==> src/rtl/serial_subtractor.sv <==
// Bit-serial subtractor: diff = a - b, one bit per clock, LSB first.
// A registered borrow links consecutive bit slices; results land in output registers on entry to DONE.
module serial_subtractor #(
   parameter int WIDTH = 8
) (
   input  logic             clk,
   input  logic             rst_n,
   input  logic             start,
   input  logic [WIDTH-1:0] a,
   input  logic [WIDTH-1:0] b,
   output logic             busy,
   output logic             done,
   output logic [WIDTH-1:0] diff,
   output logic             borrow
);

   // Counter is at least one bit wide so WIDTH=1 builds cleanly.
   localparam int CW = (WIDTH > 1) ? $clog2(WIDTH) : 1;
   localparam logic [CW-1:0] LAST = CW'(WIDTH - 1);

   typedef enum logic [1:0] {
      IDLE = 2'd0,
      RUN  = 2'd1,
      DONE = 2'd2
   } state_t;

   state_t           state;
   state_t           state_next;

   logic [WIDTH-1:0] a_sr;
   logic [WIDTH-1:0] b_sr;
   logic [WIDTH-1:0] res_sr;
   logic [WIDTH-1:0] res_next;
   logic [CW-1:0]    cnt;
   logic             bor;
   logic             bor_next;
   logic             a_bit;
   logic             b_bit;
   logic             d_bit;
   logic             last_bit;

   // Full-subtractor cell on the current LSBs; the new bit enters the result MSB.
   always_comb begin
      a_bit    = a_sr[0];
      b_bit    = b_sr[0];
      d_bit    = a_bit ^ b_bit ^ bor;
      bor_next = (~a_bit & b_bit) | (~(a_bit ^ b_bit) & bor);
      res_next = (res_sr >> 1) | (WIDTH'(d_bit) << (WIDTH - 1));
      last_bit = (cnt == LAST);
   end

   always_ff @(posedge clk or negedge rst_n) begin
      if (!rst_n) begin
         state <= IDLE;
      end else begin
         state <= state_next;
      end
   end

   always_comb begin
      state_next = state;
      case (state)
         IDLE:    if (start) state_next = RUN;
         RUN:     if (last_bit) state_next = DONE;
         DONE:    state_next = IDLE;
         default: state_next = IDLE;
      endcase
   end

   assign busy = (state != IDLE);
   assign done = (state == DONE);

   // Outputs change only on the final RUN edge, so partial results never show.
   always_ff @(posedge clk or negedge rst_n) begin
      if (!rst_n) begin
         a_sr   <= '0;
         b_sr   <= '0;
         res_sr <= '0;
         cnt    <= '0;
         bor    <= 1'b0;
         diff   <= '0;
         borrow <= 1'b0;
      end else begin
         case (state)
            IDLE: begin
               if (start) begin
                  a_sr   <= a;
                  b_sr   <= b;
                  res_sr <= '0;
                  cnt    <= '0;
                  bor    <= 1'b0;
               end
            end
            RUN: begin
               a_sr   <= a_sr >> 1;
               b_sr   <= b_sr >> 1;
               res_sr <= res_next;
               bor    <= bor_next;
               cnt    <= cnt + CW'(1);
               if (last_bit) begin
                  diff   <= res_next;
                  borrow <= bor_next;
               end
            end
            default: ;
         endcase
      end
   end

endmodule

==> config.mk <==
export PLATFORM = sky130hd
export DESIGN_NAME = serial_subtractor
export DESIGN_NICKNAME = d
export VERILOG_FILES = /design/src/rtl/serial_subtractor.sv
export SDC_FILE = /design/constraint.sdc
export NUM_CORES = 1
export LEC_CHECK = 0
export CORE_ASPECT_RATIO = 1.25
export CORE_MARGIN = 3
export CORE_UTILIZATION = 46
export DETAILED_ROUTE_END_ITERATION = 7
export PLACE_DENSITY = 0.71
export SYNTH_ARGS = -nofsm -noshare
export SYNTH_HDL_FRONTEND = slang
export SYNTH_SLANG_ARGS = --single-unit
export TNS_END_PERCENT = 10
==> constraint.sdc <==
create_clock -name clk -period 1.65 [get_ports clk]
set_input_delay 0.33 -clock clk [delete_from_list [all_inputs] [get_ports clk]]
set_output_delay 0.33 -clock clk [all_outputs]
set_load 0.02 [all_outputs]
==> run summary <==
Site Rows = 24
critical path type = reg2out
Setup Buffers After CTS = 0
relative slew slack = 66.44%
TritonCTS clock tree = built
mean area per synthesized cell = 13.64 um2
Seq cells post-synth = 38
FF-to-FF path depth = 5
CP delay by family, top = buffers and inverters
Final ANT Viol Nets = 0
crit path DAT = 1250 ps
worst min-delay path category = in2async
Seq/Total Area, Yosys = 56.21%
register area = 950.9 um2
share of layout cells above drive strength 1 = 24.36%
CP peak stage delay = 600 ps
total power = 4116 uW
Critical Path End Type = output pin
P per Cell Area = 1882 nW/um2
Fmax = 631.8 MHz
hold_buf cts = 0
H-tree Lvls = 2
Core ar. = 3513 um2
skew final = 7.160 ps
Crit-path slowest cell = clkdlybuf4s50_1
WL final = 3295 um
Mapped Area = 1692 um2
Avg Vias per Cell = 5.923
RSZ-0062 raised after global routing = false
drt drc = 0
DR pass1 iterations = 4
Final Cycle Share = 95.93%
Worst Tran Pin Value = 503.4 ps
full die area = 4446 um2
post-synth top area share = 56.21%
flop2flop setup slack = 80 ps
status = completed
vias = 1,155
YS warnings = 0
final core occ = 62.25%
worst-case clock buffer depth = 2
antenna violations before repair = 0
global-route wire length before repair = 5513 um
RePlAce Congestion = 0.6797
DP HPWL = 2287 um
Yosys top cell by area = dfrtp_1
Inserted Clock Buffers = 5
Initial Util = 48.15%
vias in the first global route = 1,182
Worst-Skew Late Latency = 290 ps
top cells by area, synth = dfrtp_1 56%, o221a_2 6.7%, or4b_1 5.9%
CP cell instances = clkdlybuf4s50_1
nets@finish = 177
Iter 0 DRT Violations = 43
routed len/inst = 16.90 um
count of different cell masters after synthesis = 26
Final setup viols = 0
CTS Root Cell = clkbuf_8
syn_nets = 146
die height = 73.80 um
CTS clk-pin slew, worst paths = 80 ps
CP Data Required Time = 1320 ps
worst hold margin = 410.0 ps
final hold vios = 0
Min Clock Period, post-route = 1583 ps
IO buf count = 29
CP Buf/Inv Count = 1
Worst setup SP type = flip-flop
fillers = 285
ANT cells = 0
largest net degree at the start of global routing = 39
Max-Cap Viols = 0
Die Wd = 60.24 um
grt ovf = 0
synthesized instance count = 124
Static Leakage = 0.0009753 uW
area of the multi-input gates = 649.4 um2
GRT Util Overall = 17.02%
Layout area overhead = 29.29%
worst vdd ir = 1248 uV
# IOs = 30
number of clock sinks = 38
reg-to-reg startpoint = cnt[0]
RR Endpoint = diff[6]
critical-path maximum fanout = 2
max-slew violations = 0
[worst max path at each step]
stage,depth (start not counted),end,start
floorplan,5,diff[0],cnt[0]
global placement,4,b_sr[4],start
detailed placement,4,b_sr[6],start
CTS,2,busy,state[1]
global route,5,diff[7],cnt[0]
finish,1,diff[2],diff[2]
[Yosys cell counts]
library cell,instances
a221oi_1,2
fa_1,1
dfrtp_1,38
buf_6,2
o21ba_2,1
o22ai_1,1
mux2_2,8
nor4bb_1,2
a211o_1,2
inv_1,7
or2_2,1
nand3b_1,1
mux2i_1,2
o221a_2,10
buf_2,6
or4b_1,10
a22o_1,9
a211oi_1,2
clkbuf_1,4
o21bai_2,1
a21oi_1,1
ha_1,2
nor3b_1,4
nand2b_1,1
nor4b_1,4
nor2b_1,2
[repair_timing]
action / in CTS / in global routing
resized for setup: 4 / 1
gates cloned: 0 / 0
setup endpoints to repair: 13 / 1
[registers in the layout, summed over array words and instances, names as in the netlist]
signal	count
cnt	3
bor	1
state	2
b_sr	8
res_sr	7
borrow	1
a_sr	8
diff	8
[placed cells by master (no fill, tap or decap)]
cell	Yosys	routed
a211o_1	2	2
a211oi_1	2	2
a21oi_1	1	1
a221oi_1	2	2
a22o_1	9	9
buf_12	0	3
buf_4	0	4
bufinv_16	0	2
clkbuf_2	0	1
clkbuf_8	0	5
clkdlybuf4s50_1	0	27
clkinv_4	0	1
dfrtp_1	38	38
dlygate4sd2_1	0	1
fa_1	1	1
ha_1	2	2
inv_1	7	7
mux2_2	8	8
mux2i_1	2	2
nand2b_1	1	1
nand3b_1	1	1
nor2b_1	2	1
nor2b_2	0	1
nor3b_1	4	4
nor4b_1	4	4
nor4bb_1	2	2
o21ba_2	1	1
o21bai_2	1	1
o221a_2	10	10
o22ai_1	1	1
or2_2	1	1
or4b_1	10	10
[stage by stage]
stage                     instances  worst slack [ps]  cell area (um2)  TNS, ps
after floorplan                 124             166.7             1692        0
after global placement          187             8.044             2053        0
after detailed placement        187            -32.55             2053   -129.0
after CTS                       195             21.39             2192        0
after global routing            195             5.917             2187        0
final                           195             67.22             2187        0
[logic make-up (layout without fill, tap and decap cells)]
logic type	Yosys count	count (layout)	share of synthesized area (%)
adder cells (fa/ha/maj)	3	3	2.663
AO/OA/AOI/OAI	29	29	16.20
multiplexers	10	10	6.509
buffers and inverters	19	51	5.547
flip-flops	38	38	56.21
AND/OR/NAND/NOR	25	25	12.87
[routing by layer]
| layer | wire, um | vias to the layer above | part of all wire [%] | global-route usage, % |
|---|---|---|---|---|
| met5 | 0 | - | 0 | 0 |
| met4 | 53 | 0 | 1.6 | 5.911 |
| met3 | 159 | 5 | 4.8 | 4.745 |
| met2 | 1689 | 29 | 51 | 28.13 |
| met1 | 1393 | 586 | 42 | 21.04 |
| li1 | - | 535 | - | - |
[final cells by class]
cell class / instances / area share, %
sequential: 38 / 43.48
multi-input combinational: 67 / 29.69
timing repair buffer: 36 / 17.11
clock buffer: 5 / 3.146
clock inverter: 3 / 3.146
tap: 39 / 2.231
inverter: 7 / 1.201
[power breakdown]
part	switching, uW	internal [uW]	leakage, uW	total (uW)
sequential	241	1350	0.000469	1590
clock	343	606	0.0000683	949
combinational	714	864	0.000438	1580
total	1300	2820	0.000975	4120
Note: power is estimated with default switching activity, not from simulation.
